`config.mk`:
```
export PLATFORM = sky130hd
export DESIGN_NAME = cheri_data_mem_responder
export DESIGN_NICKNAME = d
export VERILOG_FILES = /design/src/rtl/cheri_mem_pkg.sv /design/src/rtl/cheri_mem_wait_gen.sv /design/src/rtl/cheri_data_mem_responder.sv
export SDC_FILE = /design/constraint.sdc
export NUM_CORES = 1
export LEC_CHECK = 0
export ABC_CLOCK_PERIOD_IN_PS = 2600
export BUFFER_PORTS_ARGS = -buffer_cell sky130_fd_sc_hd__buf_2
export CORE_AREA = 2 2 88 90
export DETAILED_ROUTE_END_ITERATION = 6
export DIE_AREA = 0 0 90 92
export SYNTH_ARGS = -nofsm -noshare
export SYNTH_HDL_FRONTEND = slang
export SYNTH_SLANG_ARGS = --single-unit
```
`constraint.sdc`:
```
create_clock -name clk_i -period 2.6 [get_ports clk_i]
set_clock_uncertainty 0.15 [all_clocks]
set_input_delay 0.26 -clock clk_i [delete_from_list [all_inputs] [get_ports clk_i]]
set_output_delay 0.26 -clock clk_i [all_outputs]
set_load 0.01 [all_outputs]
```
`src/rtl/cheri_mem_pkg.sv`:
```
// Shared definitions for the CHERIoT data/instruction memory responders:
// capability tag position, grant-FSM states and the byte-enable expander.
package cheri_mem_pkg;

  // Bit 32 of every memory word carries the capability tag.
  localparam int unsigned TagBit = 32;

  typedef enum logic [0:0] {
    IDLE = 1'b0,
    WAIT = 1'b1
  } wait_state_e;

  // Expands 4 byte enables into a per-bit write mask covering the data bits.
  // The tag bit is left clear; the caller decides how the tag is written.
  function automatic logic [TagBit:0] be_to_mask(input logic [3:0] be);
    logic [TagBit:0] mask;
    mask = '0;
    for (int i = 0; i < 4; i++) begin
      mask[8*i +: 8] = {8{be[i]}};
    end
    return mask;
  endfunction

  // Mask with only the tag bit set.
  function automatic logic [TagBit:0] tag_mask();
    logic [TagBit:0] mask;
    mask         = '0;
    mask[TagBit] = 1'b1;
    return mask;
  endfunction

endpackage

```
`src/rtl/cheri_mem_wait_gen.sv`:
```
// Programmable grant wait-state generator shared by the memory responders.
//
//   state | meaning
//   ------+--------------------------------------------------------------
//   IDLE  | no request in flight; zero-wait requests are granted here
//   WAIT  | counting down wait states; grant when cnt reaches 1
//
// The wait count is captured when the request is first seen and the request
// attributes are expected to stay stable until the grant; dropping the
// request while waiting abandons it without a grant.
module cheri_mem_wait_gen
  import cheri_mem_pkg::*;
(
  input  logic       clk_i,
  input  logic       rstn_i,
  input  logic [3:0] wait_cycles,
  input  logic       req,
  output logic       gnt
);

  wait_state_e state;
  logic [3:0]  cnt;

  // Grant is combinational so a zero-wait request is accepted in the same
  // cycle; it is held off while reset is asserted.
  assign gnt = rstn_i & req &
               (((state == IDLE) && (wait_cycles == 4'd0)) ||
                ((state == WAIT) && (cnt == 4'd1)));

  // Grant FSM and wait-state down-counter.
  always_ff @(posedge clk_i or negedge rstn_i) begin
    if (!rstn_i) begin
      state <= IDLE;
      cnt   <= 4'd0;
    end else begin
      case (state)
        IDLE: begin
          if (req && (wait_cycles != 4'd0)) begin
            cnt   <= wait_cycles;
            state <= WAIT;
          end
        end
        WAIT: begin
          if (!req || (cnt == 4'd1)) begin
            cnt   <= 4'd0;
            state <= IDLE;
          end else begin
            cnt <= cnt - 4'd1;
          end
        end
        default: begin
          cnt   <= 4'd0;
          state <= IDLE;
        end
      endcase
    end
  end

endmodule

```
`src/rtl/cheri_data_mem_responder.sv`:
```
// Memory-side responder for the CHERIoT core data port. Terminates the
// req/gnt/rvalid handshake, drives a single-port tagged SRAM with one-cycle
// read latency, clears capability tags on non-capability writes and answers
// accesses outside the RAM window with a bus error.
module cheri_data_mem_responder
  import cheri_mem_pkg::*;
#(
  parameter logic [31:0] MemBase   = 32'h2004_0000,
  parameter int unsigned MemWords  = 16384,
  parameter int unsigned DataWidth = 33,
  parameter int unsigned AddrW     = $clog2(MemWords)
) (
  input  logic                 clk_i,
  input  logic                 rstn_i,
  input  logic [3:0]           wait_cycles_i,
  input  logic                 data_req_i,
  output logic                 data_gnt_o,
  output logic                 data_rvalid_o,
  input  logic                 data_we_i,
  input  logic                 data_is_cap_i,
  input  logic [3:0]           data_be_i,
  input  logic [31:0]          data_addr_i,
  input  logic [DataWidth-1:0] data_wdata_i,
  output logic [DataWidth-1:0] data_rdata_o,
  output logic                 data_err_o,
  output logic                 sram_cs_o,
  output logic                 sram_we_o,
  output logic [AddrW-1:0]     sram_addr_o,
  output logic [DataWidth-1:0] sram_wmask_o,
  output logic [DataWidth-1:0] sram_wdata_o,
  input  logic [DataWidth-1:0] sram_rdata_i
);

  localparam logic [31:0] WinBytes = 32'(MemWords * 4);

  logic        gnt;
  logic        in_range;
  logic [31:0] offset;
  logic        rvalid_q;
  logic        err_q;
  logic        rd_q;
  logic        unused_offset;

  cheri_mem_wait_gen u_wait_gen (
    .clk_i       (clk_i),
    .rstn_i      (rstn_i),
    .wait_cycles (wait_cycles_i),
    .req         (data_req_i),
    .gnt         (gnt)
  );

  assign data_gnt_o = gnt;

  // Window check: the lower bound guards against wrap-around of the offset.
  assign offset   = data_addr_i - MemBase;
  assign in_range = (data_addr_i >= MemBase) && (offset < WinBytes);

  // Addresses are word aligned and the window is a power of two, so only the
  // word-index slice of the offset reaches the SRAM.
  assign unused_offset = ^{offset[31:AddrW+2], offset[1:0]};

  assign sram_cs_o   = gnt & in_range;
  assign sram_we_o   = sram_cs_o & data_we_i;
  assign sram_addr_o = offset[AddrW+1:2];

  // Every in-range write rewrites the tag: capability writes store the
  // supplied tag, any other write clears it so partial overwrites can never
  // leave a forged capability behind.
  assign sram_wmask_o = sram_we_o ? (be_to_mask(data_be_i) | tag_mask()) : '0;
  assign sram_wdata_o = {data_is_cap_i & data_wdata_i[TagBit], data_wdata_i[TagBit-1:0]};

  // One response per grant, one cycle later; remember whether it carries
  // SRAM read data or an error.
  always_ff @(posedge clk_i or negedge rstn_i) begin
    if (!rstn_i) begin
      rvalid_q <= 1'b0;
      err_q    <= 1'b0;
      rd_q     <= 1'b0;
    end else begin
      rvalid_q <= gnt;
      err_q    <= gnt & ~in_range;
      rd_q     <= gnt & in_range & ~data_we_i;
    end
  end

  assign data_rvalid_o = rvalid_q;
  assign data_err_o    = err_q;
  assign data_rdata_o  = rd_q ? sram_rdata_i : '0;

endmodule

```
# --- Yosys cells after proc, flatten, opt, wreduce, memory -nomap -nowiden ---
# Index checks and enable logic that the tools add are counted.
totals:
  input_bits: 111
  wordCells: 38
  ff_bits: 8
classes:
  eq_ne: 2
  n_bitwise: 10
  n_lt_le_gt_ge: 2
  mux: 8
  reduce_logical: 9
  add_sub_neg: 2
ops:
  columns: ["op", "count"]
  rows:
  - ["two-way mux 33 bit", 2]
  - [">= comparator 32 x 30 -> 1 bit, second input constant", 1]
  - ["< comparator 32 x 17 -> 1 bit, second input constant", 1]
  - ["subtractor 32 x 30 -> 32 bit, second input constant", 1]
  - ["two-way mux 4 bit", 2]
  - ["case mux 4 bit (2 select lines)", 1]
  - ["bitwise AND 1 bit", 7]
  - ["== test 4 x 1 -> 1 bit, second input constant", 1]
  - ["logical AND 1 bit", 4]
  - ["zero test 4 bit", 1]
  - ["nonzero test 4 bit", 1]
  - ["subtractor 4 x 1 -> 4 bit, second input constant", 1]
  - ["inverter 1 bit", 3]
  - ["logical OR 1 bit", 2]
  - ["two-way mux 1 bit", 2]
  - ["!= test 2 bit, second input constant", 1]
  - ["case mux 1 bit (2 select lines)", 1]
  - ["zero test 1 bit", 1]

# --- Longest topological paths before layout ---
# Gate-level depths: netlist (run 1).
logic_depth:
  depth_word: 7
  mapped_depth: 7
  depth_no_buf: 6

# --- Hierarchy ---
# From an unflattened synthesis (run 1), not the netlist that was laid out.
unflattened:
  hier_cells: 168
  hier_area_um2: 1338.8
modules_own_cells:
  columns: ["module", "cells_each", "n_inst", "area_per_inst_um2", "seq_area_each_um2"]
  rows:
  - ["cheri_data_mem_responder", 129, 1, 973.4, 75.1]
  - ["cheri_mem_wait_gen", 39, 1, 365.4, 125.1]

# --- Worst setup path before layout (run 1) ---
# OpenSTA, ideal clock, no wires.
synth_timing:
  kind: "register -> output"
  startpoint: "register u_wait_gen.cnt[1]"
  endpoint: "output sram_wmask_o[10]"
  path_slack_ns: -0.411
  t_arrival_ns: 2.601
  required_ns: 2.190
  path_stages_with_launch: 8
  path_cell_list: "dfrtp_1 > inv_1 > ha_1 > or3b_2 > mux2i_1 > nand3_2 > nor4_1 > buf_4"
synth_between:
  elab_chain_len: 7
synth_rtl:
  columns: ["item", "line", "source"]
  rows:
  - ["start, declared", "cheri_mem_wait_gen.sv:22", "logic [3:0] cnt;"]
  - ["start signal, assigned", "cheri_mem_wait_gen.sv:39", "cnt <= wait_cycles;"]
  - ["start signal, assigned", "cheri_mem_wait_gen.sv:48", "cnt <= cnt - 4'd1;"]
  - ["== test 4 x 1 -> 1 bit", "cheri_mem_wait_gen.sv:28", "((state == WAIT) && (cnt == 4'd1)));"]
  - ["logical AND 1 bit", "cheri_mem_wait_gen.sv:28", null]
  - ["logical OR 1 bit", "cheri_mem_wait_gen.sv:27", "(((state == IDLE) && (wait_cycles == 4'd0)) ||"]
  - ["bitwise AND 1 bit", "cheri_mem_wait_gen.sv:26", "assign gnt = rstn_i & req &"]
  - ["bitwise AND 1 bit", "cheri_data_mem_responder.sv:62", "assign sram_cs_o = gnt & in_range;"]
  - ["bitwise AND 1 bit", "cheri_data_mem_responder.sv:63", "assign sram_we_o = sram_cs_o & data_we_i;"]
  - ["two-way mux 33 bit", "cheri_data_mem_responder.sv:69", "assign sram_wmask_o = sram_we_o ? (be_to_mask(data_be_i) | tag_mask()) : '0;"]
  - ["end, declared", "cheri_data_mem_responder.sv:29", "output logic [DataWidth-1:0] sram_wmask_o,"]
# Every way passes these cells.

# --- Worst setup path after layout (run 1) ---
layout_timing:
  startpoint: "register u_wait_gen.cnt[1]"
  endpoint: "output sram_wmask_o[4]"
# Same word-level chain as after synthesis.

==> impl_metrics.tcl, run 1 <==
set metrics [dict create \
    synth_area_leader_cell "buf_4" \
    drtIter0Drc 10 \
    synth_compound_area_share_pct 7.42 \
    hold-worst-slack_ns 0.134 \
    routabilityCongestion 0.694 \
    drt-wirelength-per-cell_um 11.8 \
    peakVddDrop_v 0.000231 \
    status "finished clean" \
    grt_antenna_before_repair 0 \
    synthAdderAreaFrac_pct 1.81 \
    path_depth 9 \
    cts_root_buf "clkbuf_8" \
    slowest_delay_ns 0.39 \
    num-fill-cells 842 \
    synthCells 179 \
    crit_type "flip-flop to output port" \
    slowest_stage "dfrtp_1" \
    remaining_drc_errors 0 \
    port-buffer-count 134 \
    final_max_slew_viol_count 0 \
    synth_seq_cells 8 \
    worstHoldPathType "input port to flip-flop" \
    pre_cts_ws_ns 0.0146 \
    post-route-min-period_ns 2.53 \
    critical_path_buf_inv_count 4 \
    min_path_cells 2 \
    period_share_pct 97.5 \
    clock.fmax_ghz 0.395 \
    cp_cell_sequence "inv_2, ha_1, or3b_4, mux2i_4, nand3_4, buf_12, nor4_4, buf_4, buf_2" \
    synth_area_leaders "buf_4 (41%), and2_1 (15%), dfrtp_1 (14%), nor4_1 (3.2%), inv_1 (2.7%)" \
    htreeDepth 1 \
    netlist_area_um2 1380 \
    grt-ovfl-total 0 \
    hold_viol 0 \
    drive_above_1_share_pct 64.1 \
    grt_max_degree 34 \
    syn2layout_area_growth_pct 35.9 \
    vias_per_cell 3.91 \
    total_leakage_power_nw 1.11 \
    fin_cells 350 \
    synthesis.nets 292 \
    fin_ws_ns 0.0654 \
    slew_headroom_pct 50.1 \
    ys_warn_count 0 \
    fp.dieArea_um2 8280 \
    regToRegSetupSlack_ns 0.38 \
    core_area_um2 7450 \
    clock_path_buffers 2 \
    cts.sinks 8 \
    diodes 0 \
    place_hpwl_mm 3.50 \
    numCtsBuffers 3 \
    yosysUniqueCellTypes 30 \
    vias 1369 \
    grt_pass1_vias 1254 \
    clk_pin_slew_ns 0.04 \
    critPathTopFamily "simple AND/OR/NAND/NOR gates" \
    die_w_um 90 \
    grt_pass1_wl_mm 5.99 \
    endpoint_kind "output port" \
    required_ns 2.19 \
    max_cap_violations 0 \
    reg2regPathDepth 9 \
    syn_area_per_cell_um2 7.72 \
    synthFlopType "dfrtp_1" \
    synth_top_area_share_pct 40.7 \
    firstDrtPassIters 3 \
    critPathMaxFanout 8 \
    ys_top_cells_by_count "buf_4 (75), and2_1 (34), inv_1 (10)" \
    worst_pin_slew_ns 0.749 \
    fp.dieH_um 92 \
    p_per_area_nw_per_um2 236 \
    setup_violations 0 \
    synthXorXnorAreaFrac_pct 0 \
    synth_edf_count 0 \
    rsz0062_at_grt "true" \
    final_nets 363 \
    synth_top_family_by_area "buffers and inverters" \
    tritoncts "yes" \
    hp-start "data_we_i" \
    utilization_pct 25.2 \
    r2r_end "rd_q" \
    clk_latency_ns 0.22 \
    pin_count 229 \
    std_cell_rows 32 \
    arrival_ns 2.12 \
    grt_usage_pct 8.73 \
    startpoint_type "flip-flop" \
    dp_cells 342 \
    hold_end "rd_q" \
    start_util_pct 18.6 \
    postSynth.asyncResetShare_pct 100 \
    ys_seq_area_share_pct 14.5 \
    r2r-start "u_wait_gen.cnt[1]" \
    synthSimpleGateAreaFrac_pct 29.6 \
    wl_mm 4.12 \
    muxShareOfSynthArea_pct 2.17 \
    yosysMostFrequentCell "buf_4" \
    ant_nets 0 \
]
[registers in the layout (all words and copies together) (netlist names)]
signal	flops
rd_q	1
u_wait_gen.cnt	4
data_rvalid_o	1
u_wait_gen.state	1
data_err_o	1
[layout make-up]
class	instances	area (µm²)	area share, %
inverters	10	37.5	2.00
well taps	102	128	6.79
clock buffers	3	41.3	2.20
repair buffers	145	822	43.7
flip-flops and latches	8	200	10.7
multi-input cells	82	651	34.6
[per-stage QoR]
stage / cell area (µm²) / setup TNS [ns] / power [mW]
after floorplan: 1410 / -3.55 / 0.281
after global placement: 1670 / 0 / 0.275
after detailed placement: 1670 / 0 / 0.280
after CTS: 1770 / 0 / 0.438
after global routing: 1880 / -1.19 / 0.474
final: 1880 / 0 / 0.443
[how the worst max path moves through the flow]
stage	startpoint	to	slack (ns)
final	u_wait_gen.cnt[1]	sram_wmask_o[4]	0.07
after global routing	u_wait_gen.cnt[1]	sram_wmask_o[1]	-0.05
after CTS	u_wait_gen.cnt[1]	sram_wmask_o[5]	0.0002
after detailed placement	u_wait_gen.cnt[1]	sram_wmask_o[26]	0.01
after global placement	u_wait_gen.cnt[1]	sram_wmask_o[6]	0.06
after floorplan	u_wait_gen.cnt[1]	sram_wmask_o[10]	-0.13
[power breakdown]
part	internal [mW]	switching, mW	total [mW]	leakage, nW
clock	0.0999	0.0441	0.144	0.0216
sequential	0.139	0.0139	0.153	0.103
combinational	0.0826	0.0636	0.146	0.989
[layer usage]
layer | wire length, µm | global-route usage [%] | up-vias
met5 | 0 | 0 | -
met4 | 50 | 2.18 | 0
met3 | 453 | 2.88 | 10
met2 | 2180 | 17.1 | 112
met1 | 1430 | 8.85 | 599
li1 | - | - | 648
[cells in the final DEF (no fill, tap or decap), types with 2 or more instances in the layout]
cell      count
a22o_1        2
and2_1       34
buf_2       126
buf_4         8
buf_6         9
clkbuf_8      3
dfrtp_1       8
ha_1          2
inv_1         9
nand2_1       5
nand3_1       2
nor2_1        2
nor2b_1       3
nor3_1        3
nor4_1        2
nor4_2        2
nor4_4        4
o21a_1        2
o21ai_0       2
o221ai_1      2
[kinds of logic (layout without fill, tap and decap cells)]
logic type	count (synthesis)	after routing
fa+ha+maj	2	2
buf+inv	89	158
flops	8	8
compound gates	13	13
simple gates	64	64
mux	3	3
[timing repair]
item,CTS,global route
hold buffers,1,0
gates resized for setup,5,14
setup endpoints to repair,34,35
pin swaps,5,2
setup buffers,1,3
endpoints found under the hold margin,8,0
(Power assumes the default switching activity.)
==> inputs of run 2 (changes only) <==
--- a/config.mk
+++ b/config.mk
@@ -10,6 +10,7 @@
 export CORE_AREA = 2 2 88 90
 export DETAILED_ROUTE_END_ITERATION = 6
 export DIE_AREA = 0 0 90 92
+export RECOVER_POWER = 100
 export SYNTH_ARGS = -nofsm -noshare
 export SYNTH_HDL_FRONTEND = slang
 export SYNTH_SLANG_ARGS = --single-unit
==> run 2 against run 1 <==
Compared with the run above:
- via count about the same
- critical endpoint unchanged
- flip-flop and latch count unchanged
- global-route usage unchanged
- critical path type unchanged
- total power shrank 0.11%
- non-clock buffer count is the same
- final cell count stayed put
- wire length down 0.15%
- hold slack is essentially flat
- fmax is essentially flat
- die area unchanged
==> impl_metrics.tcl, run 2 (synthesized netlist as in run 1, its figures left out) <==
set metrics [dict create \
    status "finished clean" \
    routabilityCongestion 0.694 \
    final_cell_mix "buf_2 (123), and2_1 (34), inv_1 (9), buf_6 (9)" \
    placed_area_um2 1670 \
    total_leakage_power_nw 1.10 \
    max_cap_violations 0 \
    clk_pin_slew_ns 0.04 \
    p_per_area_nw_per_um2 236 \
    slew_headroom_pct 50.1 \
    period_share_pct 97.5 \
    num-fill-cells 844 \
    arrival_ns 2.12 \
    required_ns 2.19 \
    fp.dieH_um 92 \
    grt_pass1_vias 1254 \
    core_area_um2 7450 \
    sequentialPowerShare_pct 34.5 \
    die_w_um 90 \
    numCtsBuffers 3 \
    clock_path_buffers 2 \
    fin_cells 350 \
    dp_cells 342 \
    stdcell_area_um2 1880 \
    clock.fmax_ghz 0.395 \
    grt_antenna_before_repair 0 \
    port-buffer-count 134 \
    p_sw_share_pct 27.5 \
    final_nets 363 \
    fp.dieArea_um2 8280 \
    drt-wirelength-per-cell_um 11.8 \
    internal_power_mw 0.321 \
    post-route-min-period_ns 2.53 \
    htreeDepth 1 \
    firstDrtPassIters 3 \
    startpoint_type "flip-flop" \
    critPathMaxFanout 8 \
    final_max_slew_viol_count 0 \
    worstHoldPathType "input port to flip-flop" \
    pin_count 229 \
    tritoncts "yes" \
    vias 1368 \
    drtIter0Drc 16 \
    vias_per_cell 3.91 \
    rsz0062_at_grt "true" \
    largest_reg_flops 4 \
    wl_mm 4.12 \
    p_clk_share_pct 32.5 \
    comb_power_share_pct 32.9 \
    grt_max_degree 34 \
    setup_violations 0 \
    final_common_cell "buf_2" \
    start_util_pct 18.6 \
    crit_type "flip-flop to output port" \
    cts.sinks 8 \
    remaining_drc_errors 0 \
    ant_nets 0 \
    place_hpwl_mm 3.50 \
    endpoint_kind "output port" \
    cts_root_buf "clkbuf_8" \
    grt-ovfl-total 0 \
    hold_viol 0 \
    grt_pass1_wl_mm 5.99 \
    std_cell_rows 32 \
    p_sw_mw 0.122 \
    regMostFlops "u_wait_gen.cnt" \
    drive_above_1_share_pct 62.9 \
    diodes 0 \
    grt_usage_pct 8.73 \
    fin_tns_setup_ns 0 \
    clk_latency_ns 0.22 \
    syn2layout_area_growth_pct 35.7 \
    worst_pin_slew_ns 0.748 \
    peakVddDrop_v 0.000231 \
]
-- run 2: cell types whose count changed in the layout (fill, tap and decap cells not counted) --
cell,change
clkbuf_1,+3
buf_2,-3
-- run 2: through the flow --
step	worst slack [ns]	utilization, %	total power, mW	hold slack [ns]
after global placement	0.0553	22.5	0.275	-0.0259
final	0.0653	25.2	0.443	0.133
after CTS	0.000225	23.7	0.438	0.131
after floorplan	-0.127	-	0.281	-0.186
after global routing	-0.0469	25.2	0.474	0.163
after detailed placement	0.0146	22.5	0.280	-0.0237
-- run 2: final timing paths --
| check | startpoint | endpoint | slack [ns] | cells after the start |
|---|---|---|---|---|
| max | u_wait_gen.cnt[1] | sram_wmask_o[4] | 0.07 | 9 |
| min | data_we_i | rd_q | 0.13 | 2 |
| max reg2reg | u_wait_gen.cnt[1] | rd_q | 0.38 | 9 |
| min reg2reg | u_wait_gen.cnt[3] | u_wait_gen.cnt[3] | 0.37 | 1 |
| max in group asynchronous | rstn_i | u_wait_gen.state | 1.82 | 2 |
| min in group asynchronous | rstn_i | u_wait_gen.cnt[2] | 0.29 | 2 |
-- run 2: power by group through the flow --
stage	clock (mW)	sequential [mW]	combinational, mW
detailed placement	0	0.153	0.127
CTS	0.151	0.152	0.135
global route	0.155	0.156	0.163
finish	0.144	0.153	0.146
global placement	0	0.152	0.123
floorplan	0	0.149	0.132
-- run 2: routing by layer --
metal,wire length [µm],global-route usage (%),vias to the layer above
met5,0,0,-
met4,50,2.18,0
met3,453,2.88,10
met2,2180,17.1,112
met1,1430,8.85,598
li1,-,-,648
-- run 2: worst max-delay path: stages, from the launching register on --
cell	delay, ns
dfrtp_1	0.40
inv_2	0.07
ha_1	0.12
or3b_4	0.39
mux2i_4	0.18
nand3_4	0.13
buf_12	0.16
nor4_4	0.13
buf_4	0.19
buf_2	0.14
-- run 2: timing repair --
action,4_1_cts,5_1_grt
hold buffers,1,0
endpoints found under the setup margin,34,35
gates resized for setup,5,14
pin swaps,5,2
setup buffers,1,3
hold endpoints to repair,8,0
-- run 2: final cells by class --
type	count	area, µm²	share of cell area [%]
Timing Repair Buffer	145	818	43.6
Multi-Input combinational cell	82	651	34.7
Sequential cell	8	200	10.7
Tap cell	102	128	6.80
Clock buffer	3	41.3	2.20
Inverter	10	37.5	2.00
==> inputs of run 3 (changes only) <==
--- a/config.mk
+++ b/config.mk
@@ -10,7 +10,9 @@
 export CORE_AREA = 2 2 88 90
 export DETAILED_ROUTE_END_ITERATION = 6
 export DIE_AREA = 0 0 90 92
+export PLACE_DENSITY = 0.71
 export RECOVER_POWER = 100
+export SLEW_MARGIN = 20
 export SYNTH_ARGS = -nofsm -noshare
 export SYNTH_HDL_FRONTEND = slang
 export SYNTH_SLANG_ARGS = --single-unit
==> run 3 against run 2 <==
Compared with the run above:
- fmax fell by 0.66%
- hold slack got worse by 0.0082 ns
- combinational power rose by 25%
- final cell count rose by 2.9%
- critical path depth did not move
- wire length rose by 9.1%
- via count rose by 7.7%
- global-route usage rose by 1.3 points
- total power rose by 12%
- register-to-register slack got worse by 0.30 ns
- count of clock-buffer cells in the layout did not move
- worst setup slack got worse by 0.017 ns
- critical path type unchanged
- critical endpoint is now sram_wmask_o[9]
==> impl_metrics.tcl, run 3 (synthesized netlist as in run 1, its figures left out) <==
set metrics [dict create \
    period_share_pct 98.1 \
    place_hpwl_mm 3.61 \
    required_ns 2.19 \
    final_max_slew_viol_count 0 \
    critical_path_buf_inv_count 4 \
    path_depth 9 \
    grt_pass1_vias 1392 \
    hold_viol 0 \
    fin_cells 360 \
    port-buffer-count 134 \
    final_common_cell "buf_2" \
    fp.dieArea_um2 8280 \
    remaining_drc_errors 0 \
    regToRegSetupSlack_ns 0.08 \
    firstDrtPassIters 4 \
    setup_violations 0 \
    diodes 0 \
    clk_pin_slew_ns 0.04 \
    worst_pin_slew_ns 0.669 \
    status "finished clean" \
    largest_reg_flops 4 \
    final_cell_mix "buf_2 (129), and2_1 (34), buf_4 (18)" \
    htreeDepth 1 \
    clk_latency_ns 0.24 \
    fp.dieH_um 92 \
    numCtsBuffers 3 \
    drive_above_1_share_pct 65.1 \
    post-route-min-period_ns 2.55 \
    tritoncts "yes" \
    reg2regPathDepth 16 \
    p_per_area_nw_per_um2 257 \
    grt_pass1_wl_mm 6.76 \
    drtIter0Drc 14 \
    core_area_um2 7450 \
    endpoint_kind "output port" \
    grt_usage_pct 10.0 \
    grt_antenna_before_repair 0 \
    crit_type "flip-flop to output port" \
    pin_count 229 \
    arrival_ns 2.14 \
    grt-ovfl-total 0 \
    startpoint_type "flip-flop" \
    slowest_delay_ns 0.39 \
    slowest_stage "dfrtp_1" \
    clock.fmax_ghz 0.392 \
    ant_nets 0 \
    regMostFlops "u_wait_gen.cnt" \
    drt-wirelength-per-cell_um 12.5 \
    wl_mm 4.49 \
    max_cap_violations 0 \
    rsz0062_at_grt "true" \
    cts_root_buf "clkbuf_8" \
    power_mw 0.496 \
    vias_per_cell 4.09 \
    cp_cell_sequence "inv_2, ha_4, or3b_4, mux2i_4, nand3_2, buf_6, nor4_4, buf_4, buf_2" \
    std_cell_rows 32 \
    hold-worst-slack_ns 0.125 \
    clock_path_buffers 2 \
    critPathTopFamily "simple AND/OR/NAND/NOR gates" \
    syn2layout_area_growth_pct 39.9 \
    vias 1474 \
    final_nets 373 \
    peakVddDrop_v 0.000232 \
    worstHoldPathType "input port to flip-flop" \
    grt_max_degree 34 \
    cts.sinks 8 \
    routabilityCongestion 0.708 \
    total_leakage_power_nw 1.16 \
    crit_path_start "u_wait_gen.cnt[1]" \
    dp_cells 341 \
    slew_headroom_pct 55.4 \
    die_w_um 90 \
    r2r-start "u_wait_gen.cnt[1]" \
    r2r_end "u_wait_gen.state" \
    critPathMaxFanout 8 \
    start_util_pct 18.6 \
    crit_end "sram_wmask_o[9]" \
]
## run 3: changes by cell type in the layout (fill, tap and decap cells not counted)
cell	previous run	this run
buf_4	8	18
buf_2	123	129
buf_6	9	4
buf_12	1	0
ha_1	2	1
ha_4	0	1
mux2i_2	1	0
mux2i_4	1	2
nand3_2	0	1
nand3_4	1	0
nor2_1	2	1
nor2_4	0	1
nor4_2	2	1
nor4_4	4	5
## run 3: power breakdown
group / leakage, nW / internal [mW] / total, mW / switching [mW]
Sequential: 0.103 / 0.139 / 0.155 / 0.0161
Combinational: 1.04 / 0.105 / 0.183 / 0.0788
Clock: 0.0216 / 0.101 / 0.158 / 0.0568
Total: 1.16 / 0.345 / 0.496 / 0.152
## run 3: metrics by stage
step	worst slack, ns	area [µm²]	TNS, ns	util [%]
after CTS	-0.0561	1890	-0.0561	25.4
after global placement	0.0156	1670	0	22.4
after detailed placement	-0.0158	1670	-0.166	22.4
final	0.0485	1930	0	26.0
after floorplan	-0.127	1410	-3.55	-
after global routing	-0.0669	1930	-1.22	26.0
## run 3: layer usage
layer,up-vias,global-route usage [%],part of all wire [%]
met2,122,19.5,54
li1,669,-,-
met4,0,4.49,2.4
met5,-,0,0
met3,11,3.53,13
met1,672,9.32,31
## run 3: area by class of cell
type	instances	area [µm²]
Multi-Input combinational cell	82	681
Inverter	10	37.5
Clock buffer	3	41.3
Sequential cell	8	200
Timing Repair Buffer	155	847
Fill cell	837	5510
Tap cell	102	128
## run 3: how the worst min path moves through the flow
stage / start / to / cells after the start
finish: data_we_i / rd_q / 2
floorplan: rstn_i / data_err_o / 0
detailed placement: rstn_i / u_wait_gen.cnt[1] / 1
global placement: rstn_i / u_wait_gen.cnt[0] / 1
global route: data_we_i / rd_q / 2
CTS: data_we_i / rd_q / 2
## run 3: worst reg2reg max path, stage by stage (launching register included)
cell	delay [ns]
dfrtp_1	0.36
inv_2	0.07
ha_4	0.15
or3b_4	0.24
mux2i_4	0.08
buf_6	0.13
buf_4	0.11
buf_4	0.12
buf_4	0.12
buf_4	0.12
buf_4	0.12
buf_4	0.12
buf_4	0.12
buf_4	0.12
buf_4	0.12
buf_4	0.13
nor2_4	0.08
## run 3: what timing repair did
item / 4_1_cts / 5_1_grt
buffers inserted: 16 / 1
pin swaps: 5 / 2
hold buffers: 1 / 0
hold endpoints to repair: 8 / 0
resized for setup: 11 / 8
gates cloned: 0 / 0
setup endpoints to repair: 34 / 34
